## src/rtl/song_pkg.sv

```systemverilog
// Shared types and constants for the song sequencer: FSM states, ROM entry
// layout, octave codes and the rest note.
package song_pkg;

  typedef enum logic [2:0] {
    S_IDLE,
    S_FETCH,
    S_WAIT,
    S_LOAD,
    S_PLAY,
    S_GAP,
    S_DONE
  } state_t;

  localparam int ENTRY_W  = 10;
  localparam int NOTE_MSB = 9;
  localparam int NOTE_LSB = 6;
  localparam int OCT_MSB  = 5;
  localparam int OCT_LSB  = 4;
  localparam int DUR_MSB  = 3;
  localparam int DUR_LSB  = 0;

  localparam logic [1:0] OCT_STD  = 2'b00;
  localparam logic [1:0] OCT_LOW  = 2'b01;
  localparam logic [1:0] OCT_HIGH = 2'b10;

  localparam logic [3:0] REST     = 4'd0;
  localparam logic [3:0] MAX_NOTE = 4'd7;

  // Codes above the top playable note are treated as rests.
  function automatic logic [3:0] note_or_rest(input logic [3:0] n);
    return (n > MAX_NOTE) ? REST : n;
  endfunction

endpackage

```

## src/rtl/note_timer.sv

```systemverilog
// Loadable down-counter used to time both the sounding part of a note and
// the silent gap; o_expired marks the last enabled count.
module note_timer #(
  parameter int CW = 8
) (
  input  logic          i_clk,
  input  logic          i_rst_n,
  input  logic          i_load,
  input  logic          i_en,
  input  logic [CW-1:0] i_load_val,
  output logic          o_expired
);

  logic [CW-1:0] r_cnt;

  always_ff @(posedge i_clk) begin
    if (!i_rst_n)                 r_cnt <= '0;
    else if (i_load)              r_cnt <= i_load_val;
    else if (i_en && r_cnt != '0) r_cnt <= r_cnt - 1'b1;
  end

  assign o_expired = i_en && (r_cnt == CW'(1));

endmodule

```

## src/rtl/song_sequencer.sv

```systemverilog
// Auto-play controller: walks a song in an external synchronous ROM, times
// each note in beats and drives the buzzer note/octave inputs.
module song_sequencer
  import song_pkg::*;
#(
  parameter int BEAT_CYCLES = 25_000_000,
  parameter int GAP_CYCLES  = 5_000_000,
  parameter int IDX_W       = 6
) (
  input  logic               clk,
  input  logic               rst_n,
  input  logic               start,
  input  logic               pause,
  input  logic [1:0]         song_sel,
  output logic [IDX_W+1:0]   rom_addr,
  input  logic [ENTRY_W-1:0] rom_data,
  output logic [3:0]         note,
  output logic [1:0]         octave_auto,
  output logic               playing,
  output logic               song_done
);

  localparam int CW = $clog2(15 * BEAT_CYCLES);

  state_t             r_state;
  logic [1:0]         r_song;
  logic [IDX_W-1:0]   r_idx;
  logic [ENTRY_W-1:0] r_entry;
  logic [3:0]         r_note;
  logic [1:0]         r_oct;
  logic               r_playing;
  logic               r_done;
  logic [IDX_W+1:0]   r_addr;

  logic [3:0]       w_dur;
  logic [CW-1:0]    w_play_cnt;
  logic             w_tmr_en;
  logic             w_tmr_load;
  logic [CW-1:0]    w_tmr_val;
  logic             w_expired;
  logic [IDX_W-1:0] w_idx_nxt;

  assign w_dur      = r_entry[DUR_MSB:DUR_LSB];
  assign w_play_cnt = CW'(w_dur) * CW'(BEAT_CYCLES) - CW'(GAP_CYCLES);
  assign w_idx_nxt  = r_idx + 1'b1;

  // The timer only runs in PLAY/GAP; pause freezes it there.
  assign w_tmr_en   = ~pause && (r_state == S_PLAY || r_state == S_GAP);
  assign w_tmr_load = (r_state == S_LOAD) || (r_state == S_PLAY && w_expired);
  assign w_tmr_val  = (r_state == S_LOAD) ? w_play_cnt : CW'(GAP_CYCLES);

  note_timer #(.CW(CW)) u_timer (
    .i_clk      (clk),
    .i_rst_n    (rst_n),
    .i_load     (w_tmr_load),
    .i_en       (w_tmr_en),
    .i_load_val (w_tmr_val),
    .o_expired  (w_expired)
  );

  always_ff @(posedge clk) begin
    if (!rst_n) begin
      r_state   <= S_IDLE;
      r_song    <= '0;
      r_idx     <= '0;
      r_entry   <= '0;
      r_note    <= REST;
      r_oct     <= OCT_STD;
      r_playing <= 1'b0;
      r_done    <= 1'b0;
      r_addr    <= '0;
    end else if (start) begin
      // Start and restart share one path; it also pre-empts a pending DONE.
      r_song    <= song_sel;
      r_idx     <= '0;
      r_addr    <= {song_sel, {IDX_W{1'b0}}};
      r_note    <= REST;
      r_oct     <= OCT_STD;
      r_playing <= 1'b1;
      r_done    <= 1'b0;
      r_state   <= S_FETCH;
    end else begin
      case (r_state)
        S_IDLE: r_done <= 1'b0;
        S_FETCH: r_state <= S_WAIT;
        S_WAIT: begin
          r_entry <= rom_data;
          r_state <= S_LOAD;
        end
        S_LOAD: begin
          if (w_dur == 4'd0) begin
            r_note    <= REST;
            r_oct     <= OCT_STD;
            r_playing <= 1'b0;
            r_done    <= 1'b1;
            r_state   <= S_DONE;
          end else begin
            r_note  <= note_or_rest(r_entry[NOTE_MSB:NOTE_LSB]);
            r_oct   <= r_entry[OCT_MSB:OCT_LSB];
            r_state <= S_PLAY;
          end
        end
        S_PLAY: begin
          if (w_expired) begin
            r_note  <= REST;
            r_state <= S_GAP;
          end
        end
        S_GAP: begin
          if (w_expired) begin
            if (r_idx == {IDX_W{1'b1}}) begin
              r_oct     <= OCT_STD;
              r_playing <= 1'b0;
              r_done    <= 1'b1;
              r_state   <= S_DONE;
            end else begin
              r_idx   <= w_idx_nxt;
              r_addr  <= {r_song, w_idx_nxt};
              r_state <= S_FETCH;
            end
          end
        end
        S_DONE: begin
          r_done  <= 1'b0;
          r_state <= S_IDLE;
        end
        default: r_state <= S_IDLE;
      endcase
    end
  end

  // Pause silences the buzzer immediately while the stored note is kept.
  assign note        = (pause && r_state == S_PLAY) ? REST : r_note;
  assign octave_auto = r_oct;
  assign playing     = r_playing;
  assign song_done   = r_done;
  assign rom_addr    = r_addr;

endmodule

```

## config.mk

```make
export PLATFORM = sky130hd
export DESIGN_NAME = song_sequencer
export DESIGN_NICKNAME = d
export VERILOG_FILES = /design/src/rtl/song_pkg.sv /design/src/rtl/note_timer.sv /design/src/rtl/song_sequencer.sv
export SDC_FILE = /design/constraint.sdc
export NUM_CORES = 1
export LEC_CHECK = 0
export BUFFER_PORTS_ARGS = -buffer_cell sky130_fd_sc_hd__buf_4
export CORE_MARGIN = 4
export CORE_UTILIZATION = 55
export CTS_CLUSTER_DIAMETER = 60
export DETAILED_ROUTE_END_ITERATION = 8
export MAX_ROUTING_LAYER = met4
export PLACE_DENSITY = 0.77
export SLEW_MARGIN = 20
export SYNTH_ARGS = -nofsm -noshare
export SYNTH_HDL_FRONTEND = slang
export SYNTH_SLANG_ARGS = --single-unit
```

## constraint.sdc

```tcl
create_clock -name clk -period 3.9 [get_ports clk]
set_input_delay 0.585 -clock clk [delete_from_list [all_inputs] [get_ports clk]]
set_output_delay 0.585 -clock clk [all_outputs]
set_load 0.05 [all_outputs]
```

# Yosys cells after proc, flatten, opt, wreduce, memory -nomap -nowiden
# Cells that the tools add are included.
# W data, S select, Z words.
# totals
regBits,60
in_bits,16
output_inout_bits,16
wordCells,98
# op_classes
add_sub_neg,3
mul,1
n_lt_le_gt_ge,1
eq_ne,18
mux,31
n_bitwise,5
reduce_logical,28
# ops
op,count
$mux W29,3
$mux W8,4
$eq A29 B1 Y1 const B,1
$reduce_bool A29 Y1,1
$sub A29 B1 Y29 const B,1
$sub A29 B23 Y29 const B,1
$mul A4 B19 Y23 const B,1
$pmux W3 S6,1
$mux W4,4
$reduce_and A3 Y1,5
$reduce_bool A2 Y1,5
$eq A3 B3 Y1 const B,3
$mux W3,3
$mux W1,8
$mux W2,4
$ne A2 B2 Y1 const B,4
$pmux W4 S2,1
$reduce_and A4 Y1,2
$add A6 B1 Y6 const B,1
$eq A3 B2 Y1 const B,2
$eq A6 B6 Y1 const B,1
$ne A3 B2 Y1 const B,2
$ne A3 B3 Y1 const B,2
$reduce_bool A3 Y1,2
13 further kinds,25

# Longest topological paths before layout
# Gate-level depths: netlist (run 1).
# depth
depth_word,7
ltp_mapped,15
depth_no_buf,15

# Cells and area by module
# From an unflattened synthesis (run 1), not the netlist that was laid out.
# unflattened
cells_unflattened,636
area_unflattened_um2,4944.7
# by_module_without_submodules
module,instances,cells_per_inst,area_per_inst_um2,seq_area_each_um2
song_sequencer,1,411,3103.0,620.6
note_timer,1,225,1841.8,580.6

# Worst setup path after synthesis (run 1)
# OpenSTA, ideal clock, no wires.
# synth_timing
path_kind,flip-flop to flip-flop
from,register r_entry[2]
to,register u_timer.r_cnt[26]
setup_ns,0.125
arrival_ns,3.722
required_time_ns,3.775
path_slack_ns,0.053
stages_incl_launch_ff,15
n_path_buf,1
synth_period_minus_slack_ns,3.847
path_cell_list,dfxtp_1 > fa_1 > inv_1 > fa_1 > inv_1 > ha_1 > and2_1 > clkbuf_1 > nor3b_1 > a211oi_1 > xor2_1 > a31oi_1 > or3b_1 > xor2_1 > o22ai_2
# synth_via
elab_chain_cells,4
# synth_lines
item,line_no,text
"start, declared",song_sequencer.sv:28,logic [ENTRY_W-1:0] r_entry;
"start signal, assigned",song_sequencer.sv:87,r_entry <= rom_data;
$mul A4 B19 Y23,song_sequencer.sv:44,assign w_play_cnt = CW'(w_dur) * CW'(BEAT_CYCLES) - CW'(GAP_CYCLES);
$sub A29 B23 Y29,song_sequencer.sv:44,
$mux W29,song_sequencer.sv:50,assign w_tmr_val = (r_state == S_LOAD) ? w_play_cnt : CW'(GAP_CYCLES);
$mux W29,note_timer.sv:18,else if (i_load) r_cnt <= i_load_val;
"end signal, assigned",note_timer.sv:18,
"end signal, assigned",note_timer.sv:19,else if (i_en && r_cnt != '0) r_cnt <= r_cnt - 1'b1;
"end, declared",note_timer.sv:14,logic [CW-1:0] r_cnt;
# Every way passes these cells.
# A chain may end at the register's enable or synchronous reset.

# Final worst setup path (run 1)
# layout_timing
from,register r_entry[1]
to,register u_timer.r_cnt[26]
# Same word-level chain as after synthesis.

==> results.cfg, run 1 <==
[worst_setup_path]
cp_slowest_stage_delay_ns = 0.58
cp_cell_sequence = fa_1 -> inv_1 -> fa_2 -> inv_2 -> ha_4 -> a21o_1 -> a211oi_2 -> nor2_1 -> o311ai_2 -> a31oi_1 -> or3b_1 -> xor2_1 -> o22ai_2
slowest_stage = fa_2
required_ns = 4.10
critical_path_class = flip-flop to flip-flop
startpoint_type = flip-flop
r2r_slack_ns = 0.16
crit_arrival_ns = 3.95
crit_fanout = 3
crit_path_end_kind = flip-flop

[place]
dpl.cell_count = 709
dp_worst_setup_slack_ns = 0.0107
dpl.hpwl_mm = 9.19
port_buffers = 31
placed_cell_area_um2 = 5040
gp_congestion = 0.924

[timing]
post-route-min-period_ns = 3.74
setup_slack_ns = 0.157
hold_viol = 0
fin_crit_sh_pct = 96.0
slew_headroom_pct = 41.4
fin_skew_ns = 0.00969
fmax_mhz = 267
fin_tns_setup_ns = 0
setup_violations = 0
tightest_slew_ns = 0.878
hold_slack_ns = 0.453
maxSlewViolCount = 0

[yosys]
yosysSeqAreaShare_pct = 25.9
ys_types = 79
syn_inst = 576
syn_area_um2 = 4630
synth_edf_count = 0
synth_nets = 630
ys_ff_latch = 60
synthArstFlopShare_pct = 0
ys.warnings.count = 0
synth_top_flop_cell = dfxtp_1
syn_area_per_cell_um2 = 8.04

[clock_network]
clk_path_buf_depth = 2
cts-buffers-inserted = 9
root_buffer = clkbuf_8
h-tree-depth = 3
cts.sinks = 60
clock_latency_ns = 0.34
hold_buffers = 0
clk_pin_slew_ns = 0.07
cts_tree = yes

[power_and_ir_drop]
ir_drop_mv = 0.174
power_density_nw_per_um2 = 274
p_leak_nw = 2.25

[layout]
seq_area_um2 = 1200
multiInputGateArea_um2 = 3330
layout-drive-gt1-share_pct = 18.1
instances_no_fill = 730
fin_area_um2 = 5390
nFillCells = 701
area_growth_pct = 16.3
diodes = 0
nets = 674

[global_route]
grt-ovfl-total = 0
grt_pass1_vias = 4194
grt_max_degree = 26
track_usage_pct = 24.8
antenna_found_initial = 0
grt_pass1_wl_mm = 19.8

[floorplanning]
initial_core_util_pct = 56.4
die_area_um2 = 9950
die_h_um = 99.8
io_pins = 32
dieWidth_um = 99.8
rows = 33
core-area_um2 = 8220

[routing]
drt_iter0_markers = 250
drc = 0
routed_via_density = 6.07
drt_wl_total_mm = 12.1
wl_per_cell_um = 16.6
vias = 4432
detail-route-antenna-nets = 0
drt_pass1_iterations = 5

[worst_hold_path]
hp-class = flip-flop to flip-flop

[outcome]
status = finished, final reports clean

[run]
maxCapViolCount = 0
==> Yosys cell counts, drive strengths merged (7+ instances only) <==
cell type,n,share of area [%]
o21ai,25,3.0
or3,7,1.1
a21oi,38,4.1
o22ai,7,1.1
inv,23,1.9
nand2,49,4.0
xnor2,18,3.4
ha,30,8.1
dfxtp,60,26
a211oi,10,1.6
nand3,19,2.1
buf,10,1.4
or4,7,1.4
xor2,24,4.7
nor3,22,2.6
nand2b,8,1.1
nor4,11,2.1
o31ai,7,1.2
nor2,62,5.2
clkbuf,16,1.3
fa,8,3.5
nand4,9,1.2
o21a,10,1.6
nor2b,14,1.9
==> timing repair <==
item                                    4_1_cts  5_1_grt
setup buffers                                 0        5
endpoints found under the setup margin        1        8
endpoints found under the hold margin         0        0
pin swaps                                     1       10
resized for setup                             0       21
==> per-stage QoR <==
step	power [mW]	util, %
finish	1.48	65.6
global route	1.53	65.6
floorplan	0.847	-
CTS	1.47	63.7
global placement	0.910	61.4
detailed placement	0.918	61.4
==> sequential cells by signal (all words and copies together), names as in the netlist <==
register / flops
rom_addr: 8
song_done: 1
playing: 1
r_note: 4
r_song: 2
octave_auto: 2
r_entry: 10
r_state: 3
u_timer.r_cnt: 29
==> worst paths after layout <==
path | from | to | cells after the start
worst min-delay path | r_note[3]$_SDFFE_PP0P_ | r_note[3]$_SDFFE_PP0P_ | 2
worst max-delay path | r_entry[1]$_SDFFE_PN0P_ | u_timer.r_cnt[26]$_SDFFE_PN0P_ | 13
worst min register to register | r_note[3]$_SDFFE_PP0P_ | r_note[3]$_SDFFE_PP0P_ | 2
worst max register to register | r_entry[1]$_SDFFE_PN0P_ | u_timer.r_cnt[26]$_SDFFE_PN0P_ | 13
==> layout make-up <==
cell class                      instances  share of cell area, %
Inverter                               23                   1.60
Clock buffer                           10                   2.37
Clock inverter                          6                   1.21
Sequential cell                        60                   22.3
Tap cell                              105                   2.44
Multi-Input combinational cell        467                   61.9
Timing Repair Buffer                   59                   8.22
==> cell usage in the layout (no fill, tap or decap), drive strengths merged, types with 5 or more instances in the layout <==
cell type,Yosys,routed
a211oi,10,10
a21oi,38,38
a221oi,6,6
a22oi,5,5
a31oi,6,6
and2,6,6
and3,5,5
buf,10,59
clkbuf,16,10
dfxtp,60,60
fa,8,8
ha,30,30
inv,23,23
nand2,49,49
nand2b,8,8
nand3,19,19
nand4,9,9
nor2,62,62
nor2b,14,14
nor3,22,22
nor4,11,11
o21a,10,10
o21ai,25,25
o22ai,7,7
o31ai,7,7
or3,7,7
or4,7,7
xnor2,18,18
xor2,24,24
==> power by group <==
part	switching (mW)	internal, mW	leakage, nW	total, mW
sequential	0.0175	0.629	0.486	0.646
clock	0.261	0.295	0.0962	0.556
combinational	0.162	0.112	1.66	0.274
total	0.440	1.04	2.25	1.48
==> kinds of logic (layout without fill, tap and decap cells) <==
kind of cell	Yosys count	in the layout	synth area share [%]
simple gates	235	235	26.9
compound gates	149	149	22.3
flops	60	60	25.9
buf+inv	49	98	4.59
xor+xnor	42	42	8.10
fa+ha+maj	38	38	11.6
mux	3	3	0.648
==> critical path: cells and delay by family, from the launching register on <==
kind	cells	cell delay (ns)
AO/OA/AOI/OAI	5	1.07
XOR/XNOR	1	0.18
adder cells (fa/ha/maj)	3	1.38
buffers and inverters	2	0.16
flip-flops	1	0.33
AND/OR/NAND/NOR	2	0.50
==> per-layer routing <==
layer | wire [µm] | vias to the layer above | track usage (%)
met4 | 172 | 0 | 6.93
met2 | 5830 | 137 | 38.1
met1 | 5460 | 2091 | 34.0
met5 | 0 | - | -
met3 | 662 | 14 | 3.96
li1 | - | 2190 | -
No activity file was read; power rests on OpenSTA's default activity.
==> inputs of run 2 (changes only) <==
--- a/config.mk
+++ b/config.mk
@@ -6,12 +6,14 @@
 export NUM_CORES = 1
 export LEC_CHECK = 0
 export BUFFER_PORTS_ARGS = -buffer_cell sky130_fd_sc_hd__buf_4
+export CELL_PAD_IN_SITES_DETAIL_PLACEMENT = 1
+export CELL_PAD_IN_SITES_GLOBAL_PLACEMENT = 1
 export CORE_MARGIN = 4
-export CORE_UTILIZATION = 55
+export CORE_UTILIZATION = 42
 export CTS_CLUSTER_DIAMETER = 60
 export DETAILED_ROUTE_END_ITERATION = 8
 export MAX_ROUTING_LAYER = met4
-export PLACE_DENSITY = 0.77
+export PLACE_DENSITY_LB_ADDON = 0.1
 export SLEW_MARGIN = 20
 export SYNTH_ARGS = -nofsm -noshare
 export SYNTH_HDL_FRONTEND = slang
==> run 2 against run 1 <==
Clock skew up 0.0055 ns. Non-clock buffer count up 8. Maximum frequency down 0.40%. Routed wire length up 15%. Critical path depth up 1. Combinational power up 5%. Register-to-register slack worse by 0.02 ns. Global-route usage down 1.9 points. Sequential power about the same. Largest power group is now the clock network.
==> results.cfg, run 2 (synthesis results as in run 1) <==
[outcome]
status = finished, final reports clean

[place]
dp_worst_setup_slack_ns = 0.0143
placed_cell_area_um2 = 5150
port_buffers = 31
dpl.hpwl_mm = 10.8
gp_congestion = 0.893

[timing]
fin_crit_sh_pct = 96.4
fin_skew_ns = 0.0151
hold_slack_ns = 0.449
tightest_slew_ns = 0.925
setup_slack_ns = 0.142
post-route-min-period_ns = 3.76
maxSlewViolCount = 0
slew_headroom_pct = 38.3
fmax_mhz = 266
hold_viol = 0
setup_violations = 0

[clock_network]
cts_tree = yes
hold_buffers = 0
clk_path_buf_depth = 2
clock_latency_ns = 0.37
h-tree-depth = 3
cts-buffers-inserted = 9
cts.sinks = 60
clk_pin_slew_ns = 0.08
root_buffer = clkbuf_8

[global_route]
grtUsageMet1_pct = 29.7
grt_max_degree = 26
grt-ovfl-total = 0
antenna_found_initial = 0
track_usage_pct = 22.9
grt_pass1_wl_mm = 23.1
use_met2_pct = 35.7
grt-busiest-layer = met2
grt_pass1_vias = 4615
use_met3_pct = 3.69

[layout]
nFillCells = 1307
fin_area_um2 = 5560
largest_register_ffs = 29
area_growth_pct = 20.0
final_common_cell = buf_4
final_cell_mix = 67 x buf_4, 60 x nor2_1, 60 x dfxtp_1
nets = 682
regMostFlops = u_timer.r_cnt
layout-drive-gt1-share_pct = 19.5
diodes = 0

[floorplanning]
dieWidth_um = 113
rows = 38
die_h_um = 113
initial_core_util_pct = 42.9
die_area_um2 = 12800
core-area_um2 = 10800
io_pins = 32

[worst_setup_path]
ff2ff_path_depth = 14
crit_path_end_kind = flip-flop
startpoint_type = flip-flop
crit_arrival_ns = 3.99
required_ns = 4.13
crit_fanout = 6
cp_cell_sequence = buf_4 -> inv_1 -> ha_1 -> inv_1 -> fa_1 -> ha_2 -> and2_1 -> or4_4 -> o2111a_1 -> or4_1 -> nand3_2 -> buf_4 -> xnor2_1 -> o22ai_1
cp_slowest_stage_delay_ns = 0.50
timing.rr.end = u_timer.r_cnt[27]$_SDFFE_PN0P_
r2r_slack_ns = 0.14
slowest_stage = or4_1
r2r_start = r_entry[1]$_SDFFE_PN0P_
critical_path_class = flip-flop to flip-flop

[power_and_ir_drop]
p_seq_share_pct = 40.1
p_sw_mw = 0.460
power_density_nw_per_um2 = 290
p_leak_nw = 2.33
p_sw_share_pct = 28.5
p_total_mw = 1.61
power_frac_clock_pct = 42.1
p_int_mw = 1.15
pwr-share-comb_pct = 17.8
ir_drop_mv = 0.245

[routing]
drt_pass1_iterations = 4
detail-route-antenna-nets = 0
routed_via_density = 5.78
drt_iter0_markers = 220
vias = 4465
drt_wl_total_mm = 14.0
drc = 0
wl_per_cell_um = 18.1

[run]
maxCapViolCount = 0

[worst_hold_path]
hp-class = flip-flop to flip-flop
hold_depth = 2
hold_start = r_note[3]$_SDFFE_PP0P_
holdPathEnd = r_note[3]$_SDFFE_PP0P_
-- run 2: changes by cell type in the layout (fill, tap and decap cells not counted), sizes merged --
cell | previous run | this run
buf | 59 | 67
clkinv | 4 | 1
clkbuf | 10 | 12
bufinv | 1 | 2
clkinvlp | 1 | 0
-- run 2: metal layers --
metal / vias to the layer above / part of all wire, %
met1: 2167 / 47
li1: 2204 / -
met4: 0 / 2.7
met2: 66 / 47
met5: - / 0
met3: 28 / 3.1
-- run 2: critical path, delay by kind of cell, from the launching register on --
| kind | cells | cell delay (ns) |
|---|---|---|
| and+or+nand+nor | 4 | 1.30 |
| adders and majority gates | 3 | 1.04 |
| buffers and inverters | 4 | 0.43 |
| DFF | 1 | 0.37 |
| AOI/OAI and AO/OA | 2 | 0.37 |
| xor gates and xnor gates | 1 | 0.11 |
-- run 2: power groups by stage --
| stage | sequential [mW] | clock (mW) | combinational [mW] |
|---|---|---|---|
| 2_1_floorplan | 0.665 | 0 | 0.182 |
| 3_3_place_gp | 0.659 | 0 | 0.263 |
| 3_5_place_dp | 0.661 | 0 | 0.273 |
| 4_1_cts | 0.647 | 0.691 | 0.275 |
| 5_1_grt | 0.650 | 0.721 | 0.315 |
| 6_report | 0.647 | 0.679 | 0.287 |
-- run 2: final cells by class --
cell class / count / area (µm²) / share of cell area [%]
Tap cell: 140 / 175 / 3.15
Timing Repair Buffer: 67 / 503 / 9.05
Sequential cell: 60 / 1200 / 21.6
Inverter: 23 / 86.3 / 1.55
Clock buffer: 12 / 165 / 2.97
Multi-Input combinational cell: 467 / 3360 / 60.4
Clock inverter: 3 / 68.8 / 1.24
-- run 2: timing repair --
| item | in CTS | in global routing |
|---|---|---|
| resized for setup | 1 | 26 |
| pin swaps | 0 | 12 |
| setup endpoints to repair | 1 | 8 |
| buffers inserted | 0 | 4 |
| endpoints found under the hold margin | 0 | 0 |
-- run 2: worst max-delay path by stage --
| stage | start | endpoint | slack [ns] | cells after the start |
|---|---|---|---|---|
| final | r_entry[1]$_SDFFE_PN0P_ | u_timer.r_cnt[27]$_SDFFE_PN0P_ | 0.14 | 14 |
| after detailed placement | r_entry[1]$_SDFFE_PN0P_ | u_timer.r_cnt[26]$_SDFFE_PN0P_ | 0.01 | 13 |
| after global placement | r_entry[1]$_SDFFE_PN0P_ | u_timer.r_cnt[26]$_SDFFE_PN0P_ | 0.13 | 13 |
| after global routing | r_entry[1]$_SDFFE_PN0P_ | u_timer.r_cnt[25]$_SDFFE_PN0P_ | -0.01 | 14 |
| after CTS | r_entry[1]$_SDFFE_PN0P_ | u_timer.r_cnt[26]$_SDFFE_PN0P_ | 0.002 | 13 |
| after floorplan | r_entry[2]$_SDFFE_PN0P_ | u_timer.r_cnt[26]$_SDFFE_PN0P_ | 0.05 | 14 |
-- run 2: through the flow --
| stage | cells | utilization (%) | TNS, ns |
|---|---|---|---|
| 4_1_cts | 768 | 50.0 | 0 |
| 6_report | 772 | 51.5 | 0 |
| 5_1_grt | 772 | 51.5 | -0.0196 |
| 3_3_place_gp | 753 | 47.8 | 0 |
| 3_5_place_dp | 753 | 47.8 | 0 |
| 2_1_floorplan | 576 | - | 0 |
==> inputs of run 3 (changes only) <==
--- a/config.mk
+++ b/config.mk
@@ -6,7 +6,7 @@
 export NUM_CORES = 1
 export LEC_CHECK = 0
 export BUFFER_PORTS_ARGS = -buffer_cell sky130_fd_sc_hd__buf_4
-export CELL_PAD_IN_SITES_DETAIL_PLACEMENT = 1
+export CELL_PAD_IN_SITES_DETAIL_PLACEMENT = 0
 export CELL_PAD_IN_SITES_GLOBAL_PLACEMENT = 1
 export CORE_MARGIN = 4
 export CORE_UTILIZATION = 42
@@ -18,3 +18,4 @@
 export SYNTH_ARGS = -nofsm -noshare
 export SYNTH_HDL_FRONTEND = slang
 export SYNTH_SLANG_ARGS = --single-unit
+export TNS_END_PERCENT = 1
==> run 3 against run 2 <==
Hold slack lost 0.00092 ns. Register-to-register slack is essentially flat. Via count shrank 2.2%. Core utilization shrank 0.32 points. Total power shrank 2.2%. Global-route usage shrank 2.5 points. Count of clock-buffer cells in the layout shrank 1. Cell area shrank 0.63%. Critical path type unchanged. Critical endpoint is now u_timer.r_cnt[28]$_SDFFE_PN0P_. Highest routed layer unchanged.
==> results.cfg, run 3 (synthesis results as in run 1) <==
[layout]
area_growth_pct = 19.3
largest_register_ffs = 29
nets = 685
regMostFlops = u_timer.r_cnt
nFillCells = 1074
final_cell_mix = 70 x buf_4, 60 x nor2_1, 59 x dfxtp_1
layout-drive-gt1-share_pct = 18.9
final_common_cell = buf_4
fin_util_pct = 51.2
instances_no_fill = 775
diodes = 0

[worst_setup_path]
cpMostUsedCell = inv_1
cp.buffers_inverters = 3
crit_family = adder cells
critical_path_class = flip-flop to flip-flop
cp_cell_sequence = fa_1 -> inv_1 -> fa_2 -> inv_1 -> ha_1 -> a21o_1 -> a21oi_1 -> o21a_1 -> xor2_1 -> a31oi_1 -> buf_4 -> nor4_2 -> xnor2_1 -> o21ai_1
cp_slowest_stage_delay_ns = 0.57
startpoint_type = flip-flop
crit_arrival_ns = 3.99
slowest_stage = fa_2
crit_path_end_kind = flip-flop
required_ns = 4.14
crit_fanout = 3

[timing]
tightest_slew_ns = 0.914
hold_viol = 0
post-route-min-period_ns = 3.75
fin_tns_setup_ns = 0
slew_headroom_pct = 39.0
fin_skew_ns = 0.0139
maxSlewViolCount = 0
rsz0062_at_grt = yes
setup_violations = 0
fin_crit_sh_pct = 96.2
setup_slack_ns = 0.147
fmax_mhz = 266

[floorplanning]
die_h_um = 113
core-area_um2 = 10800
dieWidth_um = 113
io_pins = 32
initial_core_util_pct = 42.9
rows = 38
die_area_um2 = 12800

[routing]
wl_met1_mm = 6.13
drt_pass1_iterations = 7
drt_iter0_markers = 276
drc = 0
wl_met3_um = 495
drt_wl_total_mm = 12.5
routed_via_density = 5.64
wl_per_cell_um = 16.2
detail-route-antenna-nets = 0
vias = 4368
route.met2.wl_mm = 5.67
dr.max_layer_used = met4

[place]
dpl.cell_count = 753
dp_worst_setup_slack_ns = 0.0665
gp_congestion = 0.893
port_buffers = 31
dpl.hpwl_mm = 9.60

[outcome]
status = finished, final reports clean

[clock_network]
clk_pin_slew_ns = 0.08
clock_latency_ns = 0.36
root_buffer = clkbuf_8
cts-buffers-inserted = 9
cts_tree = yes
hold_buffers = 0
h-tree-depth = 3
cts.sinks = 60
clk_path_buf_depth = 2

[global_route]
grt_pass1_vias = 4110
track_usage_pct = 20.4
grt_max_degree = 26
antenna_found_initial = 0
grt-ovfl-total = 0
grt_pass1_wl_mm = 20.5

[power_and_ir_drop]
p_leak_nw = 2.33
power_density_nw_per_um2 = 286
p_total_mw = 1.58
ir_drop_mv = 0.230

[worst_hold_path]
hp-class = flip-flop to flip-flop

[run]
maxCapViolCount = 0
run 3: layout make-up:
class / count / area [µm²] / area share [%]
timing repair buffer: 70 / 526 / 9.51
clock buffer: 11 / 151 / 2.74
multi-input combinational: 467 / 3310 / 59.9
sequential: 60 / 1200 / 21.8
inverter: 23 / 86.3 / 1.56
clock inverter: 4 / 72.6 / 1.31
tap: 140 / 175 / 3.17
run 3: where the power goes:
group          leakage, nW  total, mW  switching, mW  internal, mW
logic                 1.73      0.278          0.164         0.114
registers            0.486      0.647         0.0178         0.629
clock network        0.111      0.652          0.262         0.390
run 3: tightest hold or removal path: stages (launching register included):
cell and delay [ns]:
dfxtp_1 0.30, inv_1 0.06, nor3_1 0.05
run 3: final timing paths:
path / startpoint / cells past startpoint / end / slack [ns]
worst max register to register: r_entry[1]$_SDFFE_PN0P_ / 14 / u_timer.r_cnt[28]$_SDFFE_PN0P_ / 0.15
worst min-delay path: r_note[3]$_SDFFE_PP0P_ / 2 / r_note[3]$_SDFFE_PP0P_ / 0.45
worst min register to register: r_note[3]$_SDFFE_PP0P_ / 2 / r_note[3]$_SDFFE_PP0P_ / 0.45
worst max-delay path: r_entry[1]$_SDFFE_PN0P_ / 14 / u_timer.r_cnt[28]$_SDFFE_PN0P_ / 0.15
run 3: timing repair:
action	4_1_cts	5_1_grt
hold endpoints to repair	0	0
setup buffers	0	7
resized for setup	0	19
setup endpoints to repair	0	8
run 3: layer usage:
layer | GRT usage [%] | vias to the layer above
met2 | 30.1 | 83
met4 | 7.05 | 0
met5 | - | -
met1 | 27.7 | 2056
met3 | 4.22 | 19
li1 | - | 2210
run 3: metrics by stage:
step	hold slack (ns)	area [µm²]
2_1_floorplan	0.425	4630
6_report	0.448	5520
5_1_grt	0.462	5520
3_5_place_dp	0.440	5150
4_1_cts	0.450	5380
3_3_place_gp	0.435	5150
